<file path="src/rtl/resolution_overlay.sv">
// resolution_overlay: keys a scaled 16x80 char-ROM text box over a video stream, 3-cycle latency
// Ports: clock/reset_n (async active-low); enable (sampled at frame start); hcount/vcount/de_in/rgb_in
// video in; rom_addr/rom_q char ROM row read (1-cycle registered ROM); de_out/rgb_out/in_box video out.
// Build option: define RES_OVERLAY_BG_EN to fill unset box pixels with BG_RGB instead of rgb_in.
module resolution_overlay #(
  parameter int          POS_X      = 12,
  parameter int          POS_Y      = 12,
  parameter int          SCALE_LOG2 = 1,
  parameter logic [23:0] FG_RGB     = 24'hFFFFFF,
  parameter logic [23:0] BG_RGB     = 24'h000000
) (
  input  logic        clock,
  input  logic        reset_n,
  input  logic        enable,
  input  logic [11:0] hcount,
  input  logic [11:0] vcount,
  input  logic        de_in,
  input  logic [23:0] rgb_in,
  output logic [3:0]  rom_addr,
  input  logic [79:0] rom_q,
  output logic        de_out,
  output logic [23:0] rgb_out,
  output logic        in_box
);
  typedef enum logic [1:0] {OFF, ARM, ON, DRAIN} state_e;
  state_e state_q, state_d;
  logic [12:0] row_off, col_off;
  logic y_in, x_in, frame_start, pix, box;
  logic [11:0] hcount_d1_q;
  logic [23:0] rgb_d1_q, rgb_d2_q, rgb_out_q, box_rgb;
  logic de_d1_q, de_d2_q, de_out_q, y_d1_q, y_d2_q, on_d1_q, on_d2_q, x_q, in_box_q;
  logic [6:0] col_q;
  logic [3:0] rom_addr_q;
  assign frame_start = de_in && hcount == '0 && vcount == '0;
  assign row_off = {1'b0, vcount} - 13'(POS_Y);
  assign y_in = !row_off[12] && row_off[11:0] < 12'(16 << SCALE_LOG2);
  assign col_off = {1'b0, hcount_d1_q} - 13'(POS_X);
  assign x_in = !col_off[12] && col_off[11:0] < 12'(80 << SCALE_LOG2);
  assign box = on_d2_q && y_d2_q && x_q && de_d2_q;
  // col_q is forced to 0 outside the box so the index stays within 0..79
  assign pix = rom_q[7'd79 - col_q];
`ifdef RES_OVERLAY_BG_EN
  assign box_rgb = BG_RGB;
`else
  assign box_rgb = rgb_d2_q;
`endif
  // Overlay state only moves on/off at frame start so a frame is never torn
  always_comb begin
    state_d = state_q;
    case (state_q)
      OFF:     state_d = enable ? ARM : OFF;
      ARM:     state_d = !enable ? OFF : frame_start ? ON : ARM;
      ON:      state_d = enable ? ON : DRAIN;
      DRAIN:   state_d = enable ? ON : frame_start ? OFF : DRAIN;
      default: state_d = OFF;
    endcase
  end
  always_ff @(posedge clock or negedge reset_n) begin
    if (!reset_n) begin
      state_q     <= OFF;
      rom_addr_q  <= '0;
      hcount_d1_q <= '0;
      rgb_d1_q    <= '0;
      rgb_d2_q    <= '0;
      rgb_out_q   <= '0;
      de_d1_q     <= 1'b0;
      de_d2_q     <= 1'b0;
      de_out_q    <= 1'b0;
      y_d1_q      <= 1'b0;
      y_d2_q      <= 1'b0;
      on_d1_q     <= 1'b0;
      on_d2_q     <= 1'b0;
      x_q         <= 1'b0;
      col_q       <= '0;
      in_box_q    <= 1'b0;
    end else begin
      state_q     <= state_d;
      // Carry "on" with the pixel so the state change at (0,0) applies exactly from that pixel
      on_d1_q     <= state_d == ON || state_d == DRAIN;
      rom_addr_q  <= de_in && y_in ? 4'(row_off[11:0] >> SCALE_LOG2) : rom_addr_q;
      hcount_d1_q <= hcount;
      rgb_d1_q    <= rgb_in;
      de_d1_q     <= de_in;
      y_d1_q      <= y_in;
      rgb_d2_q    <= rgb_d1_q;
      de_d2_q     <= de_d1_q;
      y_d2_q      <= y_d1_q;
      on_d2_q     <= on_d1_q;
      x_q         <= x_in;
      col_q       <= x_in ? 7'(col_off[11:0] >> SCALE_LOG2) : '0;
      de_out_q    <= de_d2_q;
      in_box_q    <= box;
      rgb_out_q   <= box ? (pix ? FG_RGB : box_rgb) : rgb_d2_q;
    end
  end
  assign rom_addr = rom_addr_q;
  assign de_out   = de_out_q;
  assign rgb_out  = rgb_out_q;
  assign in_box   = in_box_q;
endmodule

</file>
<file path="config.mk">
export PLATFORM = sky130hd
export DESIGN_NAME = resolution_overlay
export DESIGN_NICKNAME = d
export VERILOG_FILES = /design/src/rtl/resolution_overlay.sv
export SDC_FILE = /design/constraint.sdc
export NUM_CORES = 1
export LEC_CHECK = 0
export BUFFER_PORTS_ARGS = -buffer_cell sky130_fd_sc_hd__buf_2
export CAP_MARGIN = 15
export CORE_UTILIZATION = 40
export DETAILED_ROUTE_END_ITERATION = 16
export PLACE_DENSITY = 0.65
export SYNTH_ARGS = -nofsm -noshare
export SYNTH_HDL_FRONTEND = slang
export SYNTH_SLANG_ARGS = --single-unit
</file>
<file path="constraint.sdc">
create_clock -name clock -period 3.01 [get_ports clock]
set_input_delay 0.4515 -clock clock [delete_from_list [all_inputs] [get_ports clock]]
set_output_delay 0.4515 -clock clock [all_outputs]
set_load 0.03 [all_outputs]
</file>
==> summary.md <==
| Metric | Value |
|---|---|
| Hold violation total from the final report | 0 |
| Mean Syn Cell Area | 13.2 um2 |
| Multi-input logic area | 1580 um2 |
| Chip width | 106 um |
| Top-count cell post-synth | dfrtp_1 |
| Post-Syn Instances | 331 |
| Util after Layout | 52.2% |
| Register bit total from synthesis | 105 |
| Critical path type | reg2reg |
| Finish-stage setup viols | 0 |
| CTS Buffer Depth | 2 |
| Layout area overhead | 25.0% |
| Syn Std Cell Area | 4350 um2 |
| CP max stage cell | o31ai_4 |
| FFs w/ async S/R, synth | 100% |
| RSZ-0062 raised after global routing | no |
| Final WL | 8980 um |
| Commonest cells post-synth | dfrtp_1 (105), nor2_1 (32), a31oi_1 (27) |
| Setup bufs post-CTS | 0 |
| ANT nets after route | 0 |
| Final TNS setup | 0 ns |
| R2r startpoint | col_q[0]$_DFF_PN0_ |
| First-pass GRT wire length | 14600 um |
| Row count | 37 |
| I/O Pins | 162 |
| Max-cap violation count | 0 |
| Gates resized, CTS repair | 0 |
| Reg2reg end | rgb_out[8]$_DFF_PN0_ |
| Worst path top cell family by delay | compound AO/OA/AOI/OAI gates |
| Critical Path Sink Type | flip-flop |
| DRC viols | 0 |
| Layout cell share with drive strength beyond 1 | 43.0% |
| Number of distinct library cells after synthesis | 47 |
| Worst-Margin Slew | 1.10 ns |
| Max Clk Rate | 0.374 GHz |
| WL per Instance | 14.3 um |
| Clock sink count | 105 |
| Syn. warnings | 0 |
| Number of buffers inserted by hold repair at cts | 0 |
| Crit path launch type | flip-flop |
| Max transition margin | 26.6% |
| CP bufs+invs | 1 |
| Lkg Pwr | 2.51 nW |
| Drt first-iter violations | 129 |
| Reg2reg setup slack | 0.34 ns |
| Largest net degree at the start of global routing | 62 |
| CP cell instances | buf_4 > mux2_1 > o22ai_1 > o31ai_4 > nor2_1 > a31oi_1 |
| RePlAce Congestion | 0.768 |
| Dpl cells | 613 |
| Syn Nets | 467 |
| Grt ovf | 0 |
| Worst VDD drop | 0.000324 V |
| Via density | 4.96 |
| CTS tree | yes |
| # diodes | 0 |
| Hold crit path type | in2async |
| Via count | 3122 |
| PwrDens | 488 nW/um2 |
| CTS clk-pin slew, worst paths | 0.11 ns |
| Initial Util | 41.8% |
| Vias in the first global route | 3170 |
| Top cells by area, synth | dfrtp_1 (60%), mux4_2 (5.7%), a31oi_1 (3.9%) |
| Fillcell total | 924 |
| Worst path max stage delay | 0.90 ns |
| Post-synth EDFFs | 0 |
| Critical path data required time | 3.29 ns |
| Initial antenna violation count | 0 |
| Status | finished clean |
| H-Tree Depth | 3 |
| Root Driver | clkbuf_8 |
| Post-synth top area share | 60.4% |
| Sequential area share after synthesis | 60.4% |
| Post-Layout Cell Count | 629 |
| Fin. max-slew vios | 0 |
| Core area | 10400 um2 |
| Die area | 11300 um2 |
| Final period util | 88.9% |
| Net count reported at finish | 624 |
| Register area | 2630 um2 |
| Arrival time worst endpoint | 2.95 ns |
| PortBufs | 161 |
| Worst-Skew Late Latency | 0.38 ns |
| Crit path max fanout | 24 |
| Cell taking the most area after synthesis | dfrtp_1 |
| Clock Skew | 0.0209 ns |
| Detail Placement HPWL | 6560 um |
| Final hold slack | 0.0565 ns |
| Primary FF master, synth | dfrtp_1 |
| Initial DRT Pass Iterations | 4 |
| Tot GR Track Use | 16.7% |
| Reg2Reg Depth | 6 |
| Chip height | 106 um |
| Num CTS Buffers | 9 |
| Minimum clock period | 2.67 ns |
[sequential cells by signal, indices dropped and copies added (netlist names)]
register and flops:
in_box 1, de_d2_q 1, on_d2_q 1, de_d1_q 1, rom_addr 4, box_rgb 24
hcount_d1_q 11, on_d1_q 1, y_d1_q 1, state_q 2, rgb_out 24, x_q 1
y_d2_q 1, col_q 7, de_out 1, rgb_d1_q 24
[through the flow]
step | total power [mW] | worst slack [ns] | instance area, um2
4_1_cts | 2.69 | 0.306 | 5440
6_report | 2.65 | 0.335 | 5440
5_1_grt | 2.79 | 0.111 | 5440
3_5_place_dp | 1.85 | 0.326 | 5240
3_3_place_gp | 1.85 | 0.421 | 5240
2_1_floorplan | 1.69 | 1.13 | 4350
[cells by family (layout without fill, tap and decap cells)]
family / Yosys count / count (layout) / share of synthesized area (%)
adders and majority gates: 4 / 4 / 1.15
AOI/OAI and AO/OA: 76 / 76 / 11.6
and+or+nand+nor: 82 / 82 / 10.2
DFF: 105 / 105 / 60.4
buffers and inverters: 23 / 185 / 3.31
muxes: 35 / 35 / 12.1
xor gates and xnor gates: 6 / 6 / 1.21
[report_power, final]
group          total (mW)  switching, mW  leakage [nW]  internal, mW
registers            1.51         0.0320          1.26          1.48
clock network       0.833          0.508         0.101         0.325
logic               0.313          0.174          1.15         0.139
total                2.65          0.715          2.51          1.94
[routing by layer]
metal / global-route usage, % / routed length [um]
met1: 19.9 / 3760
met2: 28.6 / 4420
met3: 5.09 / 675
met4: 5.36 / 120
met5: 0 / 0
[cell type report]
| class | instances | area share, % |
|---|---|---|
| flip-flops and latches | 105 | 48.3 |
| multi-input cells | 203 | 29.1 |
| repair buffers | 164 | 15.5 |
| well taps | 136 | 3.13 |
| clock buffers | 9 | 2.28 |
| clock inverters | 7 | 1.38 |
| inverters | 5 | 0.345 |
[worst max path at each step]
stage | end | slack [ns] | start | depth (start not counted)
CTS | rgb_out[8]$_DFF_PN0_ | 0.31 | col_q[0]$_DFF_PN0_ | 6
global placement | rgb_out[4]$_DFF_PN0_ | 0.42 | col_q[0]$_DFF_PN0_ | 6
floorplan | rgb_out[10]$_DFF_PN0_ | 1.13 | col_q[4]$_DFF_PN0_ | 7
global route | rgb_out[7]$_DFF_PN0_ | 0.11 | col_q[0]$_DFF_PN0_ | 6
detailed placement | rgb_out[8]$_DFF_PN0_ | 0.33 | col_q[0]$_DFF_PN0_ | 6
finish | rgb_out[8]$_DFF_PN0_ | 0.34 | col_q[0]$_DFF_PN0_ | 6
[layout by cell type, fill, tap and decap left out, types with 3 or more instances in the layout]
cell type and count:
buf_2 160, dfrtp_1 105, nor2_1 32, a31oi_1 27
a21oi_1 26, mux2_2 13, mux4_2 11, clkbuf_8 9
nand2_1 7, nor2b_1 7, and2_1 6, inv_1 5
mux2i_1 5, nand3_1 5, o22ai_1 5, mux2_1 5
nor3_1 5, o21ai_0 4, a211oi_1 4, ha_1 4
nand2b_1 3, xnor2_1 3, xor2_1 3, nor4b_1 3
buf_4 3
Note: power is estimated with default switching activity, not from simulation.
